<file path="config.mk">
export PLATFORM = sky130hd
export DESIGN_NAME = reset_sequencer
export DESIGN_NICKNAME = d
export VERILOG_FILES = /design/src/rtl/reset_sequencer_pkg.sv /design/src/rtl/reset_sequencer_sync2.sv /design/src/rtl/reset_sequencer.sv
export SDC_FILE = /design/constraint.sdc
export NUM_CORES = 1
export LEC_CHECK = 0
export CAP_MARGIN = 0
export CELL_PAD_IN_SITES_DETAIL_PLACEMENT = 1
export CELL_PAD_IN_SITES_GLOBAL_PLACEMENT = 1
export CORE_UTILIZATION = 35
export DETAILED_ROUTE_END_ITERATION = 6
export PLACE_DENSITY = 0.66
export SLEW_MARGIN = 30
export SYNTH_ARGS = -nofsm -noshare
export SYNTH_HDL_FRONTEND = slang
export SYNTH_SLANG_ARGS = --single-unit
</file>
<file path="constraint.sdc">
create_clock -name clk -period 2.4 [get_ports clk]
set_clock_uncertainty 0.2 [all_clocks]
set_input_delay 0.6 -clock clk [delete_from_list [all_inputs] [get_ports clk]]
set_output_delay 0.6 -clock clk [all_outputs]
set_load 0.01 [all_outputs]
</file>
<file path="src/rtl/reset_sequencer_pkg.sv">
// Shared definitions for the staged reset sequencer.
package reset_sequencer_pkg;

  localparam int unsigned DEF_N_DOMAINS   = 3;
  localparam int unsigned DEF_LOCK_CYCLES = 1024;
  localparam int unsigned DEF_STAGE_GAP   = 16;

  // One counter covers both lock qualification (up to 65535) and stage gaps.
  localparam int unsigned CNT_W = 16;
  // Domain index width, enough for up to 8 domains.
  localparam int unsigned IDX_W = 3;

  typedef enum logic [2:0] {
    ST_WAIT_LOCK = 3'd0,
    ST_STABLE    = 3'd1,
    ST_RELEASE   = 3'd2,
    ST_RUN       = 3'd3,
    ST_SOFT      = 3'd4
  } state_e;

endpackage

</file>
<file path="src/rtl/reset_sequencer_sync2.sv">
// Two-flop synchronizer with asynchronous active-low clear.
module sync2 (
  input  logic clk,
  input  logic rst_n,
  input  logic d,
  output logic q
);

  logic meta;

  // First flop may go metastable; second flop gives the clean level.
  always_ff @(posedge clk or negedge rst_n) begin
    if (!rst_n) begin
      meta <= 1'b0;
      q    <= 1'b0;
    end else begin
      meta <= d;
      q    <= meta;
    end
  end

endmodule

</file>
<file path="src/rtl/reset_sequencer.sv">
// Staged reset release after PLL lock qualification, with software re-sequencing.
module reset_sequencer
  import reset_sequencer_pkg::*;
#(
  parameter int unsigned N_DOMAINS   = DEF_N_DOMAINS,
  parameter int unsigned LOCK_CYCLES = DEF_LOCK_CYCLES,
  parameter int unsigned STAGE_GAP   = DEF_STAGE_GAP
) (
  input  logic                 clk,
  input  logic                 reset,
  input  logic                 pll_locked,
  input  logic                 soft_req,
  output logic [N_DOMAINS-1:0] rst_out,
  output logic                 ready,
  output logic                 soft_ack
);

  state_e               state_q, state_d;
  logic [CNT_W-1:0]     cnt_q, cnt_d;
  logic [IDX_W-1:0]     idx_q, idx_d;
  logic                 soft_seq_q, soft_seq_d;
  logic [N_DOMAINS-1:0] rst_d;
  logic                 ready_d;
  logic                 ack_d;
  logic                 lock_s;
  logic                 lock_last;
  logic                 gap_last;
  logic                 idx_last;

  sync2 u_sync2 (
    .clk   (clk),
    .rst_n (reset),
    .d     (pll_locked),
    .q     (lock_s)
  );

  assign lock_last = (cnt_q == CNT_W'(LOCK_CYCLES - 1));
  assign gap_last  = (cnt_q == CNT_W'(STAGE_GAP - 1));
  assign idx_last  = (idx_q == IDX_W'(N_DOMAINS - 1));

  // State, sequencing counters and registered outputs.
  always_ff @(posedge clk or negedge reset) begin
    if (!reset) begin
      state_q    <= ST_WAIT_LOCK;
      cnt_q      <= '0;
      idx_q      <= '0;
      soft_seq_q <= 1'b0;
      rst_out    <= '1;
      ready      <= 1'b0;
      soft_ack   <= 1'b0;
    end else begin
      state_q    <= state_d;
      cnt_q      <= cnt_d;
      idx_q      <= idx_d;
      soft_seq_q <= soft_seq_d;
      rst_out    <= rst_d;
      ready      <= ready_d;
      soft_ack   <= ack_d;
    end
  end

  // Next state; lock loss overrides every other event.
  always_comb begin
    state_d    = state_q;
    cnt_d      = cnt_q;
    idx_d      = idx_q;
    soft_seq_d = soft_seq_q;
    case (state_q)
      ST_WAIT_LOCK: begin
        if (lock_s) begin
          state_d = ST_STABLE;
          cnt_d   = '0;
          idx_d   = '0;
        end
      end
      ST_STABLE: begin
        if (lock_last) begin
          state_d = ST_RELEASE;
          cnt_d   = '0;
          idx_d   = '0;
        end else begin
          cnt_d = cnt_q + CNT_W'(1);
        end
      end
      ST_RELEASE: begin
        if (gap_last) begin
          cnt_d = '0;
          if (idx_last) begin
            state_d    = ST_RUN;
            idx_d      = '0;
            soft_seq_d = 1'b0;
          end else begin
            idx_d = idx_q + IDX_W'(1);
          end
        end else begin
          cnt_d = cnt_q + CNT_W'(1);
        end
      end
      ST_RUN: begin
        if (soft_req && !soft_ack) begin
          state_d    = ST_SOFT;
          cnt_d      = '0;
          soft_seq_d = 1'b1;
        end
      end
      ST_SOFT: begin
        if (gap_last) begin
          state_d = ST_RELEASE;
          cnt_d   = '0;
          idx_d   = '0;
        end else begin
          cnt_d = cnt_q + CNT_W'(1);
        end
      end
      default: begin
        state_d    = ST_WAIT_LOCK;
        cnt_d      = '0;
        idx_d      = '0;
        soft_seq_d = 1'b0;
      end
    endcase
    if (state_q != ST_WAIT_LOCK && !lock_s) begin
      state_d    = ST_WAIT_LOCK;
      cnt_d      = '0;
      idx_d      = '0;
      soft_seq_d = 1'b0;
    end
  end

  // Next values of the registered outputs, keyed on the state being entered.
  always_comb begin
    rst_d   = rst_out;
    ready_d = 1'b0;
    ack_d   = 1'b0;
    case (state_d)
      ST_RELEASE: begin
        if (state_q != ST_RELEASE) begin
          rst_d = '1;
        end else if (gap_last) begin
          for (int unsigned i = 0; i < N_DOMAINS; i++) begin
            if (idx_q == IDX_W'(i)) begin
              rst_d[i] = 1'b0;
            end
          end
        end
      end
      ST_RUN: begin
        rst_d   = '0;
        ready_d = 1'b1;
        ack_d   = (state_q == ST_RELEASE) && soft_seq_q;
      end
      default: begin
        rst_d = '1;
      end
    endcase
  end

endmodule

</file>
==> results of run 1 <==
## what timing repair did
item	4_1_cts	5_1_grt
endpoints found under the setup margin	0	1
hold buffers	0	0
resized for setup	0	2
## per-layer routing
layer	vias up	track usage, %	wire, um
met5	-	0	0
met4	0	6.54	44
met3	4	4.14	91
met2	13	29.8	2090
met1	687	22.9	1860
li1	659	-	-
## cell usage in the layout, fill, tap and decap left out, types with 8 or more instances in the layout
cell type / count
clkdlybuf4s50_1: 8
dfrtp_1: 27
nand2_1: 12
nand3_1: 10
nor2_1: 9
nor2_2: 10
xnor2_1: 11
## critical path: stages, from the launching register on
cell and delay [ns]:
dfrtp_1 0.44, nor4_4 0.46, nand4_1 0.24, nor4b_2 0.43
a21oi_1 0.18, a21oi_1 0.18
## registers in the layout, indices dropped and copies added, names as in the netlist
register,cells
soft_ack,1
u_sync2.q,1
idx_q,3
cnt_q,16
soft_seq_q,1
state_q,3
ready,1
u_sync2.meta,1
rst_out,3
## power groups by stage
stage	sequential [mW]	combinational (mW)	clock (mW)
5_1_grt	0.603	0.435	0.410
2_1_floorplan	0.577	0.318	0
3_5_place_dp	0.604	0.391	0
6_report	0.596	0.391	0.373
4_1_cts	0.595	0.393	0.390
3_3_place_gp	0.602	0.373	0
## stage by stage
stage / hold WS (ns) / cell area, um^2
2_1_floorplan: 0.104 / 1760
3_3_place_gp: 0.135 / 1920
3_5_place_dp: 0.139 / 1920
4_1_cts: 0.153 / 2000
5_1_grt: 0.169 / 2010
6_report: 0.151 / 2010
## kinds of logic (layout without fill, tap and decap cells)
kind of cell	after synthesis	in the layout	share of synthesized area (%)
mux	2	2	1.21
fa+ha+maj	1	1	0.711
simple gates	82	82	29.6
compound gates	34	34	14.6
xor+xnor	12	12	5.97
flops	30	30	42.9
buf+inv	13	28	5.05
## final timing paths
| kind | from | to | slack [ns] | cells past startpoint |
|---|---|---|---|---|
| max | cnt_q[10] | state_q[0] | 0.19 | 5 |
| min | u_sync2.meta | u_sync2.q | 0.15 | 0 |
| max reg2reg | cnt_q[10] | state_q[0] | 0.19 | 5 |
| min reg2reg | u_sync2.meta | u_sync2.q | 0.15 | 0 |
| max in group asynchronous | reset | rst_out[0] | 1.16 | 2 |
| min in group asynchronous | reset | cnt_q[15] | 0.52 | 2 |
## cell type report
type | count | area (um^2) | area share (%)
inverters | 6 | 22.5 | 1.12
flip-flops and latches | 30 | 754 | 37.6
repair buffers | 15 | 145 | 7.23
well taps | 67 | 83.8 | 4.18
multi-input cells | 131 | 925 | 46.1
clock buffers | 7 | 76.3 | 3.80
==> flow_metrics.tcl, run 1 <==
set metrics [dict create \
    status "complete, no violations" \
    synthDistinctLibCells 52 \
    yosys_warnings 0 \
    fin_setup_tns_ns 0 \
    diodes 0 \
    post-cts-setup-buffer-count 0 \
    synth-seq-area-share_pct 42.9 \
    grt.total_usage_pct 18.0 \
    clockRootBuffer "clkbuf_8" \
    via_count 1363 \
    switching_share_pct 33.4 \
    finalHoldViolCount 0 \
    worstHoldPathType "register to register" \
    synth_top_flop_cell "dfrtp_1" \
    fin_util_pct 41.9 \
    insertion_delay_ns 0.28 \
    cts_sinks 30 \
    seqPwrFrac_pct 43.8 \
    port_buffers 8 \
    htree_levels 2 \
    syn_nets 179 \
    comb_power_share_pct 28.7 \
    fin_nets 194 \
    io_pins 9 \
    finalPower_mw 1.36 \
    die_width_um 72.9 \
    start_util_pct 36.8 \
    drc 0 \
    fp.dieH_um 72.9 \
    cp.arrival_ns 2.20 \
    globalplace.congestion 0.854 \
    grt_max_degree 31 \
    end_kind "register" \
    clkPwrFrac_pct 27.4 \
    yosys.cell_count.top_type "dfrtp_1" \
    tightest_slew_ns 0.633 \
    synthArstFlopShare_pct 100 \
    relSlewSlack_pct 57.2 \
    synthTopCellsByCount "27 x dfrtp_1, 12 x nand2_1, 11 x xnor2_1, 10 x nand3_1, 10 x nor2_2" \
    clock_path_buffers 2 \
    drv_slew 0 \
    wire_per_inst_um 15.9 \
    first_global_vias 1455 \
    timing.fmax_ghz 0.451 \
    worst_slack_ns 0.185 \
    core_area_um2 4790 \
    finalNonFillerCells 256 \
    cp-start-kind "register" \
    netlist_area_um2 1760 \
    ant_nets 0 \
    crit_required_ns 2.39 \
    setup-violations-final 0 \
    drt-initial-drc-count 57 \
    dieArea_um2 5310 \
    wirelength_um 4080 \
    switching_power_mw 0.455 \
    rows 25 \
    cp_max_fo 5 \
    yosys-top-cells-area "dfrtp_1 38%, xnor2_1 5.5%, dfstp_2 4.5%" \
    synth_seq_cells 30 \
    syn_inst 174 \
    p_leak_nw 0.757 \
    dp_hpwl_um 2980 \
    rsz0062_at_grt "no" \
    powerDensity_nw_per_um2 678 \
    dp_slack_ns -0.117 \
    clk_pin_slew_ns 0.06 \
    nFillCells 570 \
    grt_pass1_wl_um 7120 \
    synth_edf_count 0 \
    p_int_mw 0.905 \
    cts_tree "built" \
    fin_crit_sh_pct 92.3 \
    antenna_found_initial 0 \
    fin_crit_ns 2.21 \
    synth.top_cell.area_share_pct 38.4 \
    grt_overflow_total 0 \
    drive_gt1_share_pct 22.8 \
    post-place-cells 249 \
    worstSetupPathType "register to register" \
    yosysTopAreaCell "dfrtp_1" \
    synth.avg_cell_area_um2 10.1 \
    via_per_inst 5.32 \
    cap_viol_max_count 0 \
    dr.pass1.iters 4 \
    numCtsBuffers 5 \
    area_growth_pct 14.1 \
    max-vdd-ir-drop_mv 0.280 \
]
No activity file was read; power rests on OpenSTA's default activity.
==> run 2, diff against run 1 <==
CORE_MARGIN = 2   (was unset)
==> run 2 against run 1 <==
Effect of this change: fmax fell by 4.2%; flip-flop and latch count did not move; sequential power rose by 0.7%; via count rose by 1.1%; combinational power barely moved; cell area rose by 1.2%; clock-buffer cell count rose by 1; power rose by 8.6%; routed wire length rose by 4.1%; non-clock buffer count did not move; clock power rose by 30%; global-route usage fell by 0.79 points; critical path type is now input port to register; largest power group unchanged.
==> flow_metrics.tcl, run 2 (same netlist as run 1, synthesis figures left out) <==
set metrics [dict create \
    htree_levels 2 \
    dp_hpwl_um 3060 \
    holdWs_ns 0.154 \
    relSlewSlack_pct 46.7 \
    tightest_slew_ns 0.787 \
    core_area_um2 4790 \
    rows 25 \
    hold_depth 0 \
    first_global_vias 1437 \
    insertion_delay_ns 0.28 \
    fin_util_pct 42.5 \
    via_count 1378 \
    top_register "cnt_q" \
    end_kind "register" \
    reg2reg_from "state_q[0]" \
    grt.total_usage_pct 17.2 \
    fin_crit_ns 2.31 \
    path_cells "clkdlybuf4s50_1 > nor2b_1 > o311ai_1 > nor3_1 > xnor2_1 > nor2_2" \
    max-vdd-ir-drop_mv 0.254 \
    cts-hold-fix-buffers 0 \
    r2r_cells 5 \
    grt_max_degree 31 \
    finalNonFillerCells 257 \
    worstSetupPathType "input port to register" \
    wl_met1_um 2000 \
    cp.arrival_ns 2.29 \
    setup-violations-final 0 \
    post-cts-setup-buffer-count 0 \
    ant_nets 0 \
    powerDensity_nw_per_um2 727 \
    p_leak_nw 0.773 \
    layout_common_cells "27 x dfrtp_1, 12 x nand2_1, 11 x xnor2_1" \
    clk_pin_slew_ns 0.06 \
    io_pins 9 \
    wl_met3_um 85 \
    finalHoldViolCount 0 \
    die_width_um 74.9 \
    nFillCells 543 \
    wirelength_um 4250 \
    holdPathEnd "u_sync2.q" \
    fin_nets 194 \
    drt-initial-drc-count 56 \
    fin_crit_sh_pct 96.3 \
    dieArea_um2 5610 \
    via_per_inst 5.36 \
    clockRootBuffer "clkbuf_8" \
    slowest_stage "o311ai_1" \
    cp_max_fo 5 \
    cts_resized 0 \
    worstReg2RegEnd "cnt_q[7]" \
    wl_met2_um 2100 \
    cp_slowest_stage_delay_ns 0.70 \
    wire_per_inst_um 16.5 \
    layout_commonest_cell "dfrtp_1" \
    finalPower_mw 1.48 \
    numCtsBuffers 5 \
    crit_required_ns 2.37 \
    cts_sinks 30 \
    min_from "u_sync2.meta" \
    crit_buf_inv 1 \
    grt_overflow_total 0 \
    fp.dieH_um 74.9 \
    drive_gt1_share_pct 23.2 \
    ff2ff_setup_slack_ns 0.16 \
    timing.fmax_ghz 0.433 \
    cap_viol_max_count 0 \
    worstHoldPathType "register to register" \
    drc 0 \
    clock_path_buffers 2 \
    final_cell_area_um2 2030 \
    post-place-cells 249 \
    dr.pass1.iters 3 \
    largest_reg_flops 16 \
    diodes 0 \
    rsz0062_at_grt "no" \
    status "complete, no violations" \
    top_layer "met4" \
    port_buffers 8 \
    grt_pass1_wl_um 7160 \
    area_growth_pct 15.5 \
    drv_slew 0 \
    antenna_found_initial 0 \
    cp_top_family "compound AO/OA/AOI/OAI gates" \
    placed_cell_area_um2 1920 \
    cts_tree "built" \
    cp-start-kind "input port" \
    globalplace.congestion 0.841 \
    start_util_pct 36.8 \
]
-- run 2: cell count changes in the layout (fill, tap and decap cells not counted) --
| cell | before | now |
|---|---|---|
| nor4_2 | 2 | 1 |
| nor4_1 | 2 | 3 |
| clkbuf_8 | 5 | 8 |
| clkbuf_1 | 2 | 0 |
| nor2b_2 | 1 | 0 |
| nor2b_1 | 0 | 1 |
-- run 2: cell type report --
class	count	area [um^2]	share of cell area [%]
Inverter	6	22.5	1.11
Sequential cell	30	754	37.1
Clock buffer	8	110	5.42
Timing Repair Buffer	15	145	7.14
Tap cell	67	83.8	4.13
Multi-Input combinational cell	131	916	45.1
-- run 2: per-stage QoR --
stage / TNS, ns / worst slack (ns)
6_report: 0 / 0.0886
5_1_grt: 0 / 0.00945
4_1_cts: 0 / 0.0993
3_5_place_dp: -1.07 / -0.201
3_3_place_gp: -0.435 / -0.0906
2_1_floorplan: 0 / 0.438
-- run 2: where the power goes --
| part | switching (mW) | total [mW] | internal [mW] |
|---|---|---|---|
| Combinational | 0.228 | 0.392 | 0.164 |
| Clock | 0.196 | 0.486 | 0.289 |
| Sequential | 0.0588 | 0.600 | 0.541 |
-- run 2: how the worst max path moves through the flow --
stage	start	endpoint	slack (ns)	cells after the start
after floorplan	cnt_q[0]	cnt_q[15]	0.44	7
after global placement	soft_req	cnt_q[5]	-0.09	6
after detailed placement	soft_req	cnt_q[15]	-0.20	6
after CTS	soft_req	cnt_q[13]	0.1	6
after global routing	cnt_q[8]	state_q[0]	0.009	5
final	soft_req	cnt_q[7]	0.09	6
-- run 2: routing by layer --
layer / track usage [%] / up-vias
met2: 28.2 / 10
met1: 21.6 / 695
li1: - / 666
met3: 4.28 / 7
met4: 7.14 / 0
met5: 0 / -
